<file path="config.mk">
export PLATFORM = sky130hd
export DESIGN_NAME = decode_stage
export DESIGN_NICKNAME = d
export VERILOG_FILES = /design/src/rtl/decode_stage.sv
export SDC_FILE = /design/constraint.sdc
export NUM_CORES = 1
export LEC_CHECK = 0
export ABC_AREA = 1
export BUFFER_PORTS_ARGS = -buffer_cell sky130_fd_sc_hd__buf_2
export CAP_MARGIN = 25
export CORE_UTILIZATION = 25
export DETAILED_ROUTE_END_ITERATION = 8
export MAX_ROUTING_LAYER = met4
export PLACE_DENSITY_LB_ADDON = 0.12
export SETUP_SLACK_MARGIN = 0.2
export SYNTH_ARGS = -nofsm -noshare
export SYNTH_HDL_FRONTEND = slang
export SYNTH_SLANG_ARGS = --single-unit
</file>
<file path="constraint.sdc">
create_clock -name clk -period 1.5 [get_ports clk]
set_input_delay 0.3 -clock clk [delete_from_list [all_inputs] [get_ports clk]]
set_output_delay 0.3 -clock clk [all_outputs]
set_load 0.1 [all_outputs]
</file>
<file path="src/rtl/decode_stage.sv">
// decode_stage: WISC 16-bit decode stage with 1-entry skid buffer, sticky HALT and flush squash.
module decode_stage #(
  parameter int W    = 16,
  parameter bit SKID = 1'b1
) (
  input  logic         clk,
  input  logic         rst_n,
  input  logic         flush,
  input  logic         in_valid,
  output logic         in_ready,
  input  logic [W-1:0] in_instr,
  input  logic [W-1:0] in_pc,
  output logic         out_valid,
  input  logic         out_ready,
  output logic [4:0]   out_opcode,
  output logic [1:0]   out_funct,
  output logic [7:0]   out_imm8,
  output logic [10:0]  out_disp11,
  output logic [2:0]   out_rs,
  output logic [2:0]   out_rt,
  output logic [2:0]   out_rd,
  output logic         out_reg_wr,
  output logic [W-1:0] out_pc,
  output logic         out_halt,
  output logic         out_illegal,
  output logic         halted
);
  typedef struct packed {
    logic [4:0]   opcode;
    logic [1:0]   funct;
    logic [7:0]   imm8;
    logic [10:0]  disp11;
    logic [2:0]   rs;
    logic [2:0]   rt;
    logic [2:0]   rd;
    logic         reg_wr;
    logic [W-1:0] pc;
    logic         halt;
    logic         illegal;
  } bundle_t;
  bundle_t dec, out_q, out_d, skid_q, skid_d;
  logic out_valid_q, out_valid_d, skid_valid_q, skid_valid_d, halted_q, halted_d;
  logic [4:0] op;
  logic i1, i2, r_fmt, rt_dst, rs_dst, link, move, accept;
  assign op = in_instr[15:11];
  always_comb begin
    i2     = op[4:2] == 3'b011 || op == 5'b11000 || op == 5'b10010 || op == 5'b00101 || op == 5'b00111;
    i1     = op[4:2] == 3'b010 || op[4:2] == 3'b101 || op[4:1] == 4'b1000 || op == 5'b10011;
    r_fmt  = op[4:3] == 2'b11 && op != 5'b11000;
    rt_dst = op[4:2] == 3'b010 || op[4:2] == 3'b101 || op == 5'b10001;
    rs_dst = op == 5'b10011 || op == 5'b11000 || op == 5'b10010;
    link   = op[4:1] == 4'b0011;
    dec.opcode  = op;
    dec.funct   = in_instr[1:0];
    dec.imm8    = i2 ? in_instr[7:0] : i1 ? {3'b000, in_instr[4:0]} : 8'h00;
    dec.disp11  = (op == 5'b00100 || op == 5'b00110) ? in_instr[10:0] : 11'h000;
    dec.rs      = in_instr[10:8];
    dec.rt      = in_instr[7:5];
    dec.rd      = r_fmt ? in_instr[4:2] : rt_dst ? in_instr[7:5] : rs_dst ? in_instr[10:8] : link ? 3'd7 : 3'd0;
    dec.reg_wr  = r_fmt | rt_dst | rs_dst | link;
    dec.pc      = in_pc;
    dec.halt    = op == 5'b00000;
    dec.illegal = op[4:1] == 4'b0001;
  end
  // Without the skid, acceptance is only allowed when the output register is free to move.
  assign in_ready = rst_n & ~flush & ~halted_q & (SKID ? ~skid_valid_q : (out_ready | ~out_valid_q));
  always_comb begin
    move         = ~out_valid_q | out_ready;
    accept       = in_valid & in_ready;
    out_valid_d  = flush ? 1'b0 : move ? (skid_valid_q | accept) : out_valid_q;
    out_d        = flush ? '0 : move ? (skid_valid_q ? skid_q : accept ? dec : out_q) : out_q;
    skid_valid_d = flush ? 1'b0 : move ? 1'b0 : (skid_valid_q | accept);
    skid_d       = flush ? '0 : (~move & accept) ? dec : skid_q;
    halted_d     = flush ? 1'b0 : halted_q | (accept & dec.halt);
  end
  always_ff @(posedge clk) begin
    if (!rst_n) begin
      out_valid_q  <= 1'b0;
      out_q        <= '0;
      skid_valid_q <= 1'b0;
      skid_q       <= '0;
      halted_q     <= 1'b0;
    end else begin
      out_valid_q  <= out_valid_d;
      out_q        <= out_d;
      skid_valid_q <= skid_valid_d;
      skid_q       <= skid_d;
      halted_q     <= halted_d;
    end
  end
  assign out_valid   = out_valid_q;
  assign out_opcode  = out_q.opcode;
  assign out_funct   = out_q.funct;
  assign out_imm8    = out_q.imm8;
  assign out_disp11  = out_q.disp11;
  assign out_rs      = out_q.rs;
  assign out_rt      = out_q.rt;
  assign out_rd      = out_q.rd;
  assign out_reg_wr  = out_q.reg_wr;
  assign out_pc      = out_q.pc;
  assign out_halt    = out_q.halt;
  assign out_illegal = out_q.illegal;
  assign halted      = halted_q;
endmodule

</file>
==> impl_metrics.json <==
{
  "ys_warn_count": 0,
  "slew_violations": 0,
  "stdcell_count": 1084,
  "hpwlAfterDp_um": 9670,
  "synthAdderAreaFrac_pct": 0,
  "slowest_stage": "dfxtp_4",
  "yosysSeqAreaShare_pct": 45.6,
  "place_ws_ns": -0.108,
  "worstSetupPathType": "reg -> reg",
  "fin_skew_ns": 0.0107,
  "cpPeakStageDelay_ns": 0.36,
  "status": "finished, violations left",
  "required_ns": 1.77,
  "crit_end": "skid_q[40]",
  "hold_viol_final": 0,
  "syn2layout_area_growth_pct": 67.5,
  "cp_cell_sequence": "nor3_4, nand2_2, nor2_4, buf_12, buf_12, buf_16, o21ai_1, nand2_1, inv_1",
  "cts_root_buf": "clkbuf_16",
  "placed_area_um2": 5870,
  "vias_per_cell": 4.55,
  "reg2reg_to": "skid_q[40]",
  "violations": "setup timing",
  "startpoint": "halted",
  "path_delay_family": "simple AND/OR/NAND/NOR gates",
  "grt_pass1_wl_um": 26400,
  "n_antenna_cell": 0,
  "drt_iter0_drc": 240,
  "rr_worst_depth": 9,
  "first_pass_iters": 4,
  "yosys.area_share.xor_xnor_pct": 0,
  "gp_congestion": 0.773,
  "syn_area_um2": 4870,
  "synth-edff-count": 0,
  "wire_per_inst_um": 15.9,
  "ys_seq_elements": 111,
  "cp.depth": 9,
  "htree_num_levels": 3,
  "crit_path_end_kind": "flop",
  "setup-tns-final_ns": -0.391,
  "clock-sinks": 111,
  "rsz0062_at_grt": "true",
  "arrival_ns": 1.80,
  "vias": 4935,
  "r2r_slack_ns": -0.03,
  "chipWidth_um": 142,
  "clockBufferDepth": 2,
  "max_freq_mhz": 655,
  "muxShareOfSynthArea_pct": 0,
  "synth_compound_area_share_pct": 20.8,
  "clkLatencyLatePin_ns": 0.36,
  "cts_tree": "done",
  "dp_cells": 1026,
  "utilization_pct": 43.2,
  "synth_top_family_by_area": "simple AND/OR/NAND/NOR gates",
  "numCtsBuffers": 9,
  "ant_nets": 0,
  "nets": 856,
  "totalWireLength_um": 17300,
  "first_global_vias": 4910,
  "antenna_found_initial": 0,
  "overflow": 0,
  "syn-instance-count": 685,
  "syn_nets": 722,
  "pin_count": 94,
  "p_leak_nw": 3.22,
  "layout-drive-gt1-share_pct": 42.6,
  "synth_ff_type": "dfxtp_1",
  "crit_buf_inv": 4,
  "drc_errors": 0,
  "avgSynthCellArea_um2": 7.11,
  "synth-simple-area-share_pct": 22.5,
  "hold_class": "in -> reg",
  "start_kind": "flop",
  "cp_max_fo": 8,
  "worst_pin_slew_ns": 0.432,
  "r2r-start": "halted",
  "grt_max_degree": 36,
  "core-area_um2": 18900,
  "worst_slack_ns": -0.0278,
  "cts_hold_buf": 0,
  "portBuffers": 93,
  "initial_core_util_pct": 25.8,
  "slew_headroom_pct": 70.9,
  "path_clk_slew_ns": 0.08,
  "vdd_drop_max_mv": 0.521,
  "track_usage_pct": 17.6,
  "max_cap_viol_count": 0,
  "setup_viol": 35,
  "die-area_um2": 20000,
  "crit_top_cell": "buf_12",
  "die_y_um": 142,
  "p_per_area_nw_per_um2": 808,
  "final_area_um2": 8150,
  "fin_crit_sh_pct": 102,
  "rows": 50,
  "synth-async-reset-ratio_pct": 0,
  "synth_cell_types": 26,
  "finalCriticalPeriod_ns": 1.53
}
[worst min-delay path by stage]
| stage | from | to | slack (ns) | cells after the start |
|---|---|---|---|---|
| floorplan | in_pc[15] | skid_q[17] | 0.42 | 2 |
| global placement | skid_q[47] | skid_q[47] | 0.43 | 2 |
| detailed placement | skid_q[27] | skid_q[27] | 0.44 | 2 |
| CTS | in_pc[15] | skid_q[17] | 0.18 | 3 |
| global route | in_pc[4] | skid_q[6] | 0.20 | 3 |
| finish | in_pc[8] | skid_q[10] | 0.20 | 3 |
[power by group]
part	internal (W)	leakage (nW)	switching (W)
Sequential	0.00297	0.899	0.0000273
Combinational	0.000372	2.17	0.000677
Clock	0.00132	0.150	0.00122
[logic make-up (layout without fill, tap and decap cells)]
kind of cell,count (synthesis),in the layout
buffers and inverters,113,252
flip-flops,111,111
AND/OR/NAND/NOR,266,266
AO/OA/AOI/OAI,195,195
[stage by stage]
stage	total power [W]	hold WS (ns)
after floorplan	0.00362	0.421
after detailed placement	0.00388	0.439
after CTS	0.00658	0.184
final	0.00659	0.196
after global placement	0.00387	0.433
after global routing	0.00686	0.196
[placed cells by master, fill, tap and decap left out, types with 3 or more instances in the layout]
cell       Yosys  final
nand4_1        7      7
nor3_2         0      3
buf_16         0     17
nor2_1       119    102
buf_4          3     26
o21ai_0      113     37
nor2_2         0      4
clkinv_4       0      3
nand3_1       18     18
buf_6         11     49
dfxtp_1      111    106
buf_2         12     36
nand2_2        8     12
nor2_4         1     14
a21oi_2        6     40
nand2_1      105     96
nand2_4        0      5
o21ai_2        0     58
o21ai_1       11     15
inv_1         63     60
dfxtp_2        0      3
buf_8          0      6
o21ai_4        0     14
a21oi_1       60     26
inv_2          3      3
buf_12         0     29
clkbuf_16      0     16
[sequential cells by signal, summed over array words and instances (netlist names), 2 cells and up]
| signal | flops |
|---|---|
| skid_q | 54 |
| out_pc | 16 |
| out_disp11 | 11 |
| out_imm8 | 8 |
| out_opcode | 5 |
| out_rd | 3 |
| out_rs | 3 |
| out_rt | 3 |
| out_funct | 2 |
[cell usage after synthesis (2+ instances only)]
cell / n / share of area [%]
nor2_1: 119 / 9.2
o21ai_0: 113 / 12
dfxtp_1: 111 / 46
nand2_1: 105 / 8.1
inv_1: 63 / 4.9
a21oi_1: 60 / 6.2
nand3_1: 18 / 1.9
clkbuf_1: 17 / 1.3
buf_2: 12 / 1.2
buf_6: 11 / 2.5
o21ai_1: 11 / 1.1
nand2_2: 8 / 1.0
nand4_1: 7 / 0.90
a21oi_2: 6 / 1.1
nor3_1: 5 / 0.51
buf_1: 3 / 0.23
buf_4: 3 / 0.46
inv_2: 3 / 0.23
nand3_2: 2 / 0.41
o21a_1: 2 / 0.31
[worst reg2reg max path, cell delays in order (launching register included)]
cell,delay (ns)
dfxtp_4,0.36
nor3_4,0.20
nand2_2,0.12
nor2_4,0.16
buf_12,0.17
buf_12,0.14
buf_16,0.14
o21ai_1,0.07
nand2_1,0.06
inv_1,0.03
[final cells by class]
cell class / count / area, um2
repair buffers: 170 / 2240
fillers: 1892 / 10700
clock buffers: 9 / 225
well taps: 260 / 325
flip-flops and latches: 111 / 2230
multi-input cells: 461 / 2790
clock inverters: 7 / 78.8
inverters: 66 / 265
[metal layers]
metal  vias to the layer above  routed length [um]  GRT usage (%)
li1                       2492                   -              -
met3                        19                 635           2.60
met5                         -                   0              -
met1                      2335                8450           23.9
met2                        89                7900           26.8
met4                         0                 272           5.94
[what timing repair did]
item | in CTS | in global routing
setup endpoints to repair | 165 | 136
cloned | 14 | 8
pin swaps | 36 | 23
resized for setup | 267 | 69
buffers inserted | 15 | 5
No activity file was read; power rests on OpenSTA's default activity.
